==> src/rtl/friscv_uc.sv <==
// friscv_uc: control unit for the Frisc-V juice dispenser; confirms a cup over
// several measurements, then runs the selected pump for a fixed number of seconds.
module friscv_uc #(
    parameter int INTERVALO = 5_000_000,
    parameter int TIMEOUT   = 2_500_000,
    parameter int CONFIRMA  = 2,
    parameter int DOSE      = 3
) (
    input  logic       clock,
    input  logic       reset,
    input  logic       liga_frisc_edge,
    input  logic       liga_suco_1_edge,
    input  logic       liga_suco_2_edge,
    input  logic       fim_medida,
    input  logic       copo_posicionado,
    input  logic       fim_bomba,
    output logic       medir,
    output logic       conta_bomba,
    output logic       zera_bomba,
    output logic       bomba_1,
    output logic       bomba_2,
    output logic       ligado,
    output logic       pronto,
    output logic [3:0] db_estado
);
    localparam logic [3:0] S_INICIAL       = 4'd0;
    localparam logic [3:0] S_AGUARDA_SUCO  = 4'd1;
    localparam logic [3:0] S_MEDE          = 4'd2;
    localparam logic [3:0] S_ESPERA_MEDIDA = 4'd3;
    localparam logic [3:0] S_AVALIA        = 4'd4;
    localparam logic [3:0] S_INTERVALO     = 4'd5;
    localparam logic [3:0] S_PREPARA       = 4'd6;
    localparam logic [3:0] S_BOMBEIA       = 4'd7;
    localparam logic [3:0] S_FIM           = 4'd8;
    localparam logic [26:0] T_FIM = 27'(TIMEOUT - 1);
    localparam logic [26:0] I_FIM = 27'(INTERVALO - 1);
    localparam logic [2:0]  C_FIM = 3'(CONFIRMA);
    localparam logic [3:0]  D_FIM = 4'(DOSE - 1);

    logic [3:0]  estado, prox;
    logic [26:0] ciclos;
    logic [2:0]  conf;
    logic [3:0]  segs;
    logic        suco_sel, copo_reg, suco_edge;

    assign suco_edge = liga_suco_1_edge | liga_suco_2_edge;
    assign db_estado = estado;

    always_comb begin
        prox = S_INICIAL;
        case (estado)
            S_INICIAL:       prox = liga_frisc_edge ? S_AGUARDA_SUCO : S_INICIAL;
            S_AGUARDA_SUCO:  prox = suco_edge ? S_MEDE : S_AGUARDA_SUCO;
            S_MEDE:          prox = S_ESPERA_MEDIDA;
            S_ESPERA_MEDIDA: prox = fim_medida ? S_AVALIA : (ciclos == T_FIM) ? S_MEDE : S_ESPERA_MEDIDA;
            S_AVALIA:        prox = (copo_reg && (conf + 3'd1) == C_FIM) ? S_PREPARA : S_INTERVALO;
            S_INTERVALO:     prox = (ciclos == I_FIM) ? S_MEDE : S_INTERVALO;
            S_PREPARA:       prox = S_BOMBEIA;
            S_BOMBEIA:       prox = (fim_bomba && segs == D_FIM) ? S_FIM : S_BOMBEIA;
            S_FIM:           prox = S_AGUARDA_SUCO;
            default:         prox = S_INICIAL;
        endcase
        if (liga_frisc_edge && estado != S_INICIAL)
            prox = S_INICIAL;
    end

    // Outputs are decoded from the next state so every one of them is a flop.
    always_ff @(posedge clock or negedge reset) begin
        if (!reset) begin
            estado      <= S_INICIAL;
            ciclos      <= '0;
            conf        <= '0;
            segs        <= '0;
            suco_sel    <= 1'b0;
            copo_reg    <= 1'b0;
            medir       <= 1'b0;
            conta_bomba <= 1'b0;
            zera_bomba  <= 1'b1;
            bomba_1     <= 1'b0;
            bomba_2     <= 1'b0;
            ligado      <= 1'b0;
            pronto      <= 1'b0;
        end else begin
            estado <= prox;
            ciclos <= (estado == S_ESPERA_MEDIDA || estado == S_INTERVALO) ? ciclos + 27'd1 : '0;
            segs   <= (estado == S_BOMBEIA) ? segs + {3'b000, fim_bomba} : '0;
            if (estado == S_AGUARDA_SUCO && suco_edge) begin
                conf     <= '0;
                suco_sel <= ~liga_suco_1_edge;
            end else if (estado == S_AVALIA)
                conf <= copo_reg ? conf + 3'd1 : '0;
            if (estado == S_ESPERA_MEDIDA && fim_medida)
                copo_reg <= copo_posicionado;
            medir       <= prox == S_MEDE;
            conta_bomba <= prox == S_BOMBEIA;
            zera_bomba  <= prox != S_BOMBEIA;
            bomba_1     <= prox == S_BOMBEIA && !suco_sel;
            bomba_2     <= prox == S_BOMBEIA && suco_sel;
            ligado      <= prox != S_INICIAL;
            pronto      <= prox == S_FIM;
        end
    end
endmodule

==> config.mk <==
export PLATFORM = sky130hd
export DESIGN_NAME = friscv_uc
export DESIGN_NICKNAME = d
export VERILOG_FILES = /design/src/rtl/friscv_uc.sv
export SDC_FILE = /design/constraint.sdc
export NUM_CORES = 1
export LEC_CHECK = 0
export ABC_AREA = 1
export BUFFER_PORTS_ARGS = -buffer_cell sky130_fd_sc_hd__buf_2
export CAP_MARGIN = 40
export CORE_MARGIN = 3
export CORE_UTILIZATION = 45
export CTS_CLUSTER_SIZE = 28
export DETAILED_ROUTE_END_ITERATION = 8
export GPL_TIMING_DRIVEN = 0
export PLACE_DENSITY_LB_ADDON = 0.12
export SETUP_SLACK_MARGIN = 0.05
export SLEW_MARGIN = 10
export SYNTH_ARGS = -nofsm -noshare
export SYNTH_HDL_FRONTEND = slang
export SYNTH_SLANG_ARGS = --single-unit
==> constraint.sdc <==
create_clock -name clock -period 1.8 [get_ports clock]
set_clock_uncertainty 0.15 [all_clocks]
set_input_delay 0.18 -clock clock [delete_from_list [all_inputs] [get_ports clock]]
set_output_delay 0.18 -clock clock [all_outputs]
set_load 0.05 [all_outputs]
==> out/results.tsv, run 1 <==
metric	value	unit
Routed Wire Length	6270	µm
Hold/Removal Path Class	in -> reg	
Critical Path Source Type	register	
initial core utilization	48.0	%
gr ovfl total	0	
Vias per Instance	4.98	
Largest register FFs	27	
Synth Area in XOR/XNOR	2.24	%
CTS tree	built	
fin. max-slew vios	0	
crit path DAT	1.83	ns
final setup violating endpoints	0	
hold path startpoint	fim_bomba	
Seq/Total Area, Yosys	43.0	%
worst-path cell chain	buf_4, nor2_4, nand3b_1, nand3_1, nor2_2, a21oi_4, buf_6, nand2_1, nor2_1	
leakage power total	1.61	nW
Core Rows	27	
worst reg2reg path endpoint	medir	
reg2reg setup slack	0.05	ns
Placeable Area	5710	µm²
nets	429	
final instance area	3420	µm²
Area growth, synth to finish	24.7	%
status	completed	
R2R depth	9	
period utilization	97.2	%
synth unique cells	34	
total number of vias	2433	
worst path required time	1.88	ns
fin crit period	1.75	ns
height of the die	84.0	µm
Worst path slowest cell	dfrtp_2	
clock slew at reported path FFs	0.09	ns
Net Count, Synth	381	
diode count	0	
# clock sinks	47	
Slew headroom	71.6	%
share of cells above drive strength 1	30.7	%
Clk Tree Root Cell	clkbuf_8	
Simple-Gate Fraction of Synth Area	35.5	%
largest family of logic cells by synthesized area	simple AND/OR/NAND/NOR gates	
fmax	0.572	GHz
Clock Tree Buf Depth	2	
drt wl/cell	12.8	µm
ANT nets after route	0	
# DRC	0	
worst skew pair latency	0.30	ns
Synth Area in Compound Gates	7.04	%
Die W	84.0	µm
vias in the first global route	2313	
Num CTS Buffers	5	
syn avg cell area	7.44	µm²
CP peak stage delay	0.43	ns
critical path type	reg -> reg	
CP Max Fanout	5	
Hold Path Depth	3	
crit end category	register	
placed cell areas	2940	µm²
HPWL Detailed	4540	µm
initial antenna violation count	0	
htree depth	2	
first-pass GRT wire length	10700	µm
Worst R2R Start	db_estado[3]	
DRT iter0 DRCs	100	
# fillers	522	
most frequent cells in the layout	nand2_1 (68), inv_1 (55), nor2_1 (48)	
commonest non-fill, non-tap cell in the layout	nand2_1	
power consumption	3.13	mW
mux share of post-synthesis cell area	0	%
largest net degree at the start of global routing	33	
Mapped Area	2740	µm²
peak supply drop	0.000498	V
Biggest register	ciclos	
Yosys reg bits	47	
pwr dens	916	nW/µm²
Mapped Cells	368	
RSZ-0062 raised after global routing	true	
total die area	7060	µm²
I/O pin count	19	
synth warn	0	
max-cap violation count	0	
total track usage	18.4	%
Final Hold Viols	0	
RD Place Congestion	0.869	
Slew @ Worst Pin	0.423	ns
Initial DRT Pass Iterations	4	
fin util	59.8	%
Fin Hold WS	0.0291	ns
I/O Buffers	18	
Worst Hold End	db_estado[3]	
adder-cell share of the synthesized area	2.28	%
[metrics by stage]
stage / TNS (ns) / worst slack (ns) / instances
2_1_floorplan: 0 / 0.0868 / 368
3_3_place_gp: -0.306 / -0.0860 / 458
3_5_place_dp: -0.637 / -0.111 / 459
4_1_cts: 0 / 0.0429 / 479
5_1_grt: -0.546 / -0.0759 / 489
6_report: 0 / 0.0503 / 489
[Yosys cell counts]
cell type / count / area share, %
nand2_4: 1 / 0.41
xor2_1: 5 / 1.6
nand3_2: 2 / 0.73
o21bai_1: 1 / 0.27
ha_1: 5 / 2.3
nor2_1: 60 / 8.2
xnor2_1: 2 / 0.64
o21ai_0: 6 / 1.1
nor3_1: 10 / 1.8
nor4_1: 1 / 0.23
nor3_4: 1 / 0.59
a21oi_4: 1 / 0.59
nor2_2: 6 / 1.4
nor3_2: 3 / 1.1
buf_2: 1 / 0.18
o32ai_1: 2 / 0.64
nand4_1: 8 / 1.8
nor2_4: 4 / 1.6
a21oi_1: 17 / 3.1
dfrtp_1: 46 / 42
nor3b_1: 3 / 0.82
buf_6: 1 / 0.41
nand3_1: 26 / 4.8
a211oi_1: 1 / 0.27
nand2_1: 79 / 11
o31ai_1: 1 / 0.27
inv_1: 62 / 8.5
nand2_2: 4 / 0.91
inv_2: 2 / 0.27
o21a_1: 2 / 0.55
nand3b_1: 1 / 0.27
dfstp_2: 1 / 0.96
o22ai_1: 1 / 0.23
buf_4: 2 / 0.55
[worst max-delay path: cells and delay by family (launching register included)]
family                 cells  cell delay [ns]
AND/OR/NAND/NOR            6             0.62
flip-flops                 1             0.43
buffers and inverters      2             0.28
AO/OA/AOI/OAI              1             0.19
[worst max path at each step]
| stage | from | to | slack, ns |
|---|---|---|---|
| finish | db_estado[3] | medir | 0.05 |
| global route | ciclos[1] | ciclos[22] | -0.08 |
| CTS | db_estado[3] | bomba_2 | 0.04 |
| detailed placement | ciclos[0] | ciclos[20] | -0.11 |
| global placement | ciclos[0] | ciclos[20] | -0.09 |
| floorplan | db_estado[0] | bomba_1 | 0.09 |
[timing repair]
item                                    in CTS  in global routing
endpoints found under the setup margin      26                 25
buffers inserted                             9                 10
pin swaps                                    6                 12
hold endpoints to repair                    17                  0
gates resized for setup                     22                 43
hold buffers                                 3                  0
[power breakdown]
group | internal (mW) | total, mW | switching (mW)
Sequential | 1.17 | 1.25 | 0.0762
Combinational | 0.385 | 1.20 | 0.815
Clock | 0.314 | 0.685 | 0.371
[routing by layer]
metal  track usage (%)  part of all wire (%)  up-vias
li1                  -                     -     1256
met1              25.8                    49     1130
met2              29.7                    47       43
met3              3.26                   3.9        4
met4              3.95                  0.92        0
met5                 0                     0        -
[layout make-up]
class | count | area (µm²) | share of cell area [%]
plain buffers | 4 | 35.0 | 1.03
inverters | 64 | 240 | 7.03
clock buffers | 6 | 82.6 | 2.42
well taps | 72 | 90.1 | 2.64
clock inverters | 2 | 16.3 | 0.476
multi-input cells | 253 | 1470 | 43.2
repair buffers | 41 | 287 | 8.39
flip-flops and latches | 47 | 1190 | 34.9
[cell families (layout without fill, tap and decap cells)]
family / Yosys count / count (layout)
simple gates: 209 / 209
buf+inv: 68 / 117
flops: 47 / 47
compound gates: 32 / 32
xor+xnor: 7 / 7
fa+ha+maj: 5 / 5
Power figures use the tool's default switching activity.
==> run 2: changes to the inputs <==
--- a/config.mk
+++ b/config.mk
@@ -13,6 +13,7 @@
 export CTS_CLUSTER_SIZE = 28
 export DETAILED_ROUTE_END_ITERATION = 8
 export GPL_TIMING_DRIVEN = 0
+export MAX_ROUTING_LAYER = met4
 export PLACE_DENSITY_LB_ADDON = 0.12
 export SETUP_SLACK_MARGIN = 0.05
 export SLEW_MARGIN = 10
==> run 2 against run 1 <==
- global-route usage rose by 0.54 points
- largest power group unchanged
- wire length rose by 1.5%
- flip-flop and latch count did not move
- cell count rose by 0.20%
- first-iteration DRC count rose by 46%
==> out/results.tsv, run 2 (synthesis gave the netlist of run 1 again) <==
metric	value	unit	change
Fin Hold WS	0.0340	ns	+0.00490 ns
# clock sinks	47		unchanged
critical path type	reg -> reg		
Sw Share	40.5	%	+0.14 points
peak supply drop	0.000466	V	-6.4%
Critical Path Source Type	register		
Comb pwr share	38.7	%	+0.4 points
Worst path slowest cell	dfrtp_1		
Num CTS Buffers	5		unchanged
fmax	0.575	GHz	+0.67%
crit end category	register		
htree depth	2		unchanged
CP peak stage delay	0.37	ns	-0.06 ns
Final Hold Viols	0		unchanged
Initial DRT Pass Iterations	4		unchanged
Clock Tree Buf Depth	2		unchanged
Layout Cells excl Fill	490		+0.20%
drt wl/cell	13.0	µm	+1.3%
period utilization	96.6	%	-0.64 points
RSZ-0062 raised after global routing	true		
worst-path cell chain	ha_2, nand2_2, inv_2, nand2_4, nor2_4, nand2_2, nor2_4, nand4_1, nand2_1, nand2_1, nor2_1		
diode count	0		unchanged
pwr dens	915	nW/µm²	-0.16%
share of cells above drive strength 1	33.0	%	+2.3 points
worst skew pair latency	0.30	ns	about the same
initial core utilization	48.0	%	unchanged
status	completed		
initial antenna violation count	0		unchanged
Routed Wire Length	6370	µm	+1.5%
height of the die	84.0	µm	unchanged
Placeable Area	5710	µm²	unchanged
DRT iter0 DRCs	146		+46%
Area growth, synth to finish	25.8	%	
HPWL Detailed	4540	µm	unchanged
Int Pwr	1.88	mW	+0.44%
total number of vias	2471		+1.6%
fin crit period	1.74	ns	-0.0116 ns
CP Max Fanout	4		-1
Clk Tree Root Cell	clkbuf_8		
Hold/Removal Path Class	in -> reg		
fin. max-slew vios	0		unchanged
final setup violating endpoints	0		unchanged
Die W	84.0	µm	unchanged
worst path required time	1.88	ns	about the same
RD Place Congestion	0.883		+1.6%
Vias per Instance	5.04		+1.4%
ANT nets after route	0		unchanged
commonest non-fill, non-tap cell in the layout	nand2_1		
nets	430		+0.23%
first-pass GRT wire length	10700	µm	+0.20%
Clk pwr share	21.9	%	about the same
gr ovfl total	0		unchanged
I/O pin count	19		unchanged
crit path DAT	1.82	ns	about the same
Sequential Power Share	39.4	%	-0.4 points
vias in the first global route	2311		-0.086%
Placed Cells	459		unchanged
Slew headroom	71.4	%	-0.16 points
max-cap violation count	0		unchanged
total track usage	18.9	%	+0.54 points
Core Rows	27		unchanged
total die area	7060	µm²	unchanged
CTS tree	built		
largest net degree at the start of global routing	33		unchanged
# DRC	0		unchanged
most frequent cells in the layout	nand2_1 (65), inv_1 (54), nor2_1 (45)		
Slew @ Worst Pin	0.429	ns	+0.00628 ns
clock slew at reported path FFs	0.09	ns	about the same
TNS Setup	0	ns	unchanged
Sw Pwr	1.27	mW	+1.0%
I/O Buffers	18		unchanged
leakage power total	1.61	nW	-0.29%
Biggest register	ciclos		
Largest register FFs	27		unchanged
-- run 2: cell count changes in the layout (fill, tap and decap cells not counted), sizes merged --
| cell | before | now |
|---|---|---|
| buf | 42 | 43 |
-- run 2: path summary, 6_finish.rpt --
path                                start           end  cells after the start  slack (ns)
worst max-delay path            ciclos[0]    ciclos[22]                     11        0.06
worst min-delay path            fim_bomba  db_estado[3]                      3        0.03
worst max register to register  ciclos[0]    ciclos[22]                     11        0.06
worst min register to register   suco_sel       bomba_1                      1        0.31
max in group asynchronous           reset    zera_bomba                      3        0.75
min in group asynchronous           reset    ciclos[15]                      2        0.19
-- run 2: repair_timing --
action                                  4_1_cts  5_1_grt
hold buffers                                  3        0
setup buffers                                 9       11
endpoints found under the setup margin       26       25
pin swaps                                     6       21
gates resized for setup                      22       53
hold endpoints to repair                     17        0
-- run 2: per-layer routing --
metal | vias up | global-route usage [%] | wire, µm
li1 | 1260 | - | -
met1 | 1154 | 25.9 | 3050
met2 | 52 | 29.6 | 3000
met3 | 5 | 3.26 | 259
met4 | 0 | 3.95 | 59
met5 | - | - | 0
-- run 2: cell type report --
| class | instances | area, µm² |
|---|---|---|
| fill | 523 | 2260 |
| multi-input combinational | 253 | 1490 |
| sequential | 47 | 1190 |
| timing repair buffer | 42 | 298 |
| inverter | 64 | 240 |
| tap | 72 | 90.1 |
| clock buffer | 6 | 82.6 |
| buffer | 4 | 35.0 |
| clock inverter | 2 | 16.3 |
-- run 2: worst max-delay path, delay by kind of cell, from the launching register on --
kind,cells,cell delay (ns)
fa+ha+maj,1,0.22
buf+inv,1,0.08
flops,1,0.37
simple gates,9,0.86
-- run 2: stage by stage --
step / area, µm² / power, mW / setup slack [ns] / util [%]
after floorplan: 2740 / 1.98 / 0.0868 / -
after global placement: 2920 / 2.20 / -0.0860 / 51.2
after detailed placement: 2940 / 2.23 / -0.111 / 51.6
after CTS: 3200 / 3.01 / 0.0429 / 56.1
after global routing: 3440 / 3.36 / -0.0563 / 60.3
final: 3440 / 3.15 / 0.0619 / 60.3
-- run 2: power by group through the flow --
stage,combinational [mW],clock [mW],sequential (mW)
finish,1.22,0.690,1.24
global route,1.33,0.767,1.26
CTS,1.06,0.715,1.24
detailed placement,0.971,0,1.26
global placement,0.948,0,1.26
floorplan,0.516,0,1.46
==> run 3: changes to the inputs <==
--- a/config.mk
+++ b/config.mk
@@ -13,6 +13,7 @@
 export CTS_CLUSTER_SIZE = 28
 export DETAILED_ROUTE_END_ITERATION = 8
 export GPL_TIMING_DRIVEN = 0
+export HOLD_SLACK_MARGIN = 0.12
 export MAX_ROUTING_LAYER = met4
 export PLACE_DENSITY_LB_ADDON = 0.12
 export SETUP_SLACK_MARGIN = 0.05
==> run 3 against run 2 <==
- hold slack improved by 0.13 ns
- first-iteration DRC count rose by 6.8%
- sequential share of layout area fell by 0.20 points
- cell area rose by 0.58%
- non-clock buffer count rose by 2
- clock power barely moved
- combinational power barely moved
- die area did not move
- total power rose by 0.19%
- global-route usage barely moved
- register-to-register slack barely moved
- clock-buffer cell count did not move
==> out/results.tsv, run 3 (synthesis gave the netlist of run 1 again) <==
metric	value	unit	change
worst reg2reg path endpoint	medir		
fin worst setup slack	0.0503	ns	-0.0116 ns
ANT nets after route	0		unchanged
I/O pin count	19		unchanged
Final Hold Viols	0		unchanged
crit end category	register		
RSZ-0062 raised after global routing	true		
RD Place Congestion	0.883		unchanged
reg2reg setup slack	0.05	ns	about the same
pwr dens	911	nW/µm²	-0.39%
vias in the first global route	2317		+0.26%
Vias per Instance	5.05		about the same
HPWL Detailed	4540	µm	unchanged
largest net degree at the start of global routing	33		unchanged
Num CTS Buffers	5		unchanged
Placeable Area	5710	µm²	unchanged
worst path required time	1.89	ns	about the same
Fin Hold WS	0.160	ns	+0.126 ns
# DRC	0		unchanged
CP peak stage delay	0.43	ns	+0.06 ns
Setup crit start	db_estado[3]		
initial core utilization	48.0	%	unchanged
Place WS	-0.111	ns	unchanged
cell count along the critical path	9		-2
Hold/Removal Path Class	in -> reg		
status	completed		
met2 GRT Util	29.6	%	unchanged
CP Max Fanout	5		+1
clock slew at reported path FFs	0.09	ns	about the same
total number of vias	2483		+0.49%
CTS tree	built		
final instance area	3460	µm²	+0.58%
DRT iter0 DRCs	156		+6.8%
Clk Tree Root Cell	clkbuf_8		
height of the die	84.0	µm	unchanged
total die area	7060	µm²	unchanged
Largest register FFs	27		unchanged
drt wl/cell	13.0	µm	about the same
nets	432		+0.47%
M1 GR Usage	26.0	%	+0.062 points
first-pass GRT wire length	10700	µm	+0.12%
Worst setup endpoint	medir		
most used cell, CP	nor2_4		
I/O Buffers	18		unchanged
diode count	0		unchanged
Clock Tree Buf Depth	2		unchanged
peak supply drop	0.000488	V	+4.8%
Worst path slowest cell	dfrtp_2		
Die W	84.0	µm	unchanged
max-cap violation count	0		unchanged
period utilization	97.2	%	+0.64 points
R2R depth	9		-2
Biggest register	ciclos		
placed cell areas	2940	µm²	unchanged
Slew headroom	71.9	%	+0.50 points
Initial DRT Pass Iterations	4		unchanged
crit path DAT	1.84	ns	+0.02 ns
fmax	0.572	GHz	-0.66%
fin crit period	1.75	ns	+0.0116 ns
share of cells above drive strength 1	32.9	%	-0.16 points
final setup violating endpoints	0		unchanged
worst-path cell chain	buf_4, nor2_4, nand3b_1, nand3_1, nor2_4, a21oi_4, buf_6, nand2_2, nor2_2		
Critical Path Source Type	register		
Layout Cells excl Fill	492		+0.41%
global routing's busiest layer	met2		
commonest non-fill, non-tap cell in the layout	nand2_1		
most frequent cells in the layout	nand2_1 (65), inv_1 (54), nor2_1 (45)		
initial antenna violation count	0		unchanged
grt met3 use	3.26	%	unchanged
Largest delay share family, worst path	simple AND/OR/NAND/NOR gates		
Area growth, synth to finish	26.5	%	
worst skew pair latency	0.30	ns	about the same
Slew @ Worst Pin	0.421	ns	-0.00747 ns
# fillers	517		-1.1%
total track usage	18.9	%	+0.021 points
# clock sinks	47		unchanged
htree depth	2		unchanged
gr ovfl total	0		unchanged
CP bufs+invs	2		+1
leakage power total	1.62	nW	+0.52%
fin. max-slew vios	0		unchanged
Routed Wire Length	6390	µm	+0.33%
Placed Cells	459		unchanged
Worst R2R Start	db_estado[3]		
critical path type	reg -> reg		
Core Rows	27		unchanged
run 3: changes by cell type in the layout (fill, tap and decap cells not counted):
cell / previous run / this run
dlygate4sd3_1: 3 / 5
run 3: cell type report:
class,count,area [µm²],area share (%)
multi-input combinational,253,1490,43.0
sequential,47,1190,34.5
timing repair buffer,44,318,9.17
inverter,64,240,6.93
tap,72,90.1,2.60
clock buffer,6,82.6,2.38
buffer,4,35.0,1.01
clock inverter,2,16.3,0.469
run 3: how the worst min path moves through the flow:
| stage | start | to | slack [ns] | cells past startpoint |
|---|---|---|---|---|
| global route | reset | ciclos[15] | 0.21 | 2 |
| detailed placement | reset | ciclos[16] | -0.02 | 1 |
| floorplan | reset | bomba_1 | -0.27 | 0 |
| CTS | liga_suco_2_edge | suco_sel | 0.17 | 5 |
| finish | liga_suco_2_edge | suco_sel | 0.16 | 5 |
| global placement | reset | ciclos[15] | 0.27 | 1 |
run 3: stage by stage:
stage	util (%)	setup TNS, ns	total power [mW]
global placement	51.2	-0.306	2.20
finish	60.7	0	3.16
detailed placement	51.6	-0.637	2.23
CTS	56.4	0	3.02
floorplan	-	0	1.98
global route	60.7	-0.350	3.36
run 3: power breakdown:
group / switching, mW / total, mW / internal (mW)
Clock: 0.377 / 0.691 / 0.314
Combinational: 0.828 / 1.22 / 0.396
Sequential: 0.0720 / 1.24 / 1.17
run 3: per-layer routing:
metal  part of all wire (%)  vias up
met5                      0        -
met3                    4.3        5
met4                   0.92        0
met2                     47       46
met1                     48     1168
li1                       -     1264
run 3: timing repair:
item,CTS,global route
buffers inserted,9,11
pin swaps,6,21
hold endpoints to repair,51,0
hold buffers,5,0
resized for setup,22,53
endpoints found under the setup margin,26,25
run 3: worst reg2reg max path, stage by stage (launching register included):
cell      delay, ns
dfrtp_2        0.43
buf_4          0.15
nor2_4         0.17
nand3b_1       0.13
nand3_1        0.13
nor2_4         0.05
a21oi_4        0.19
buf_6          0.13
nand2_2        0.04
nor2_2         0.10
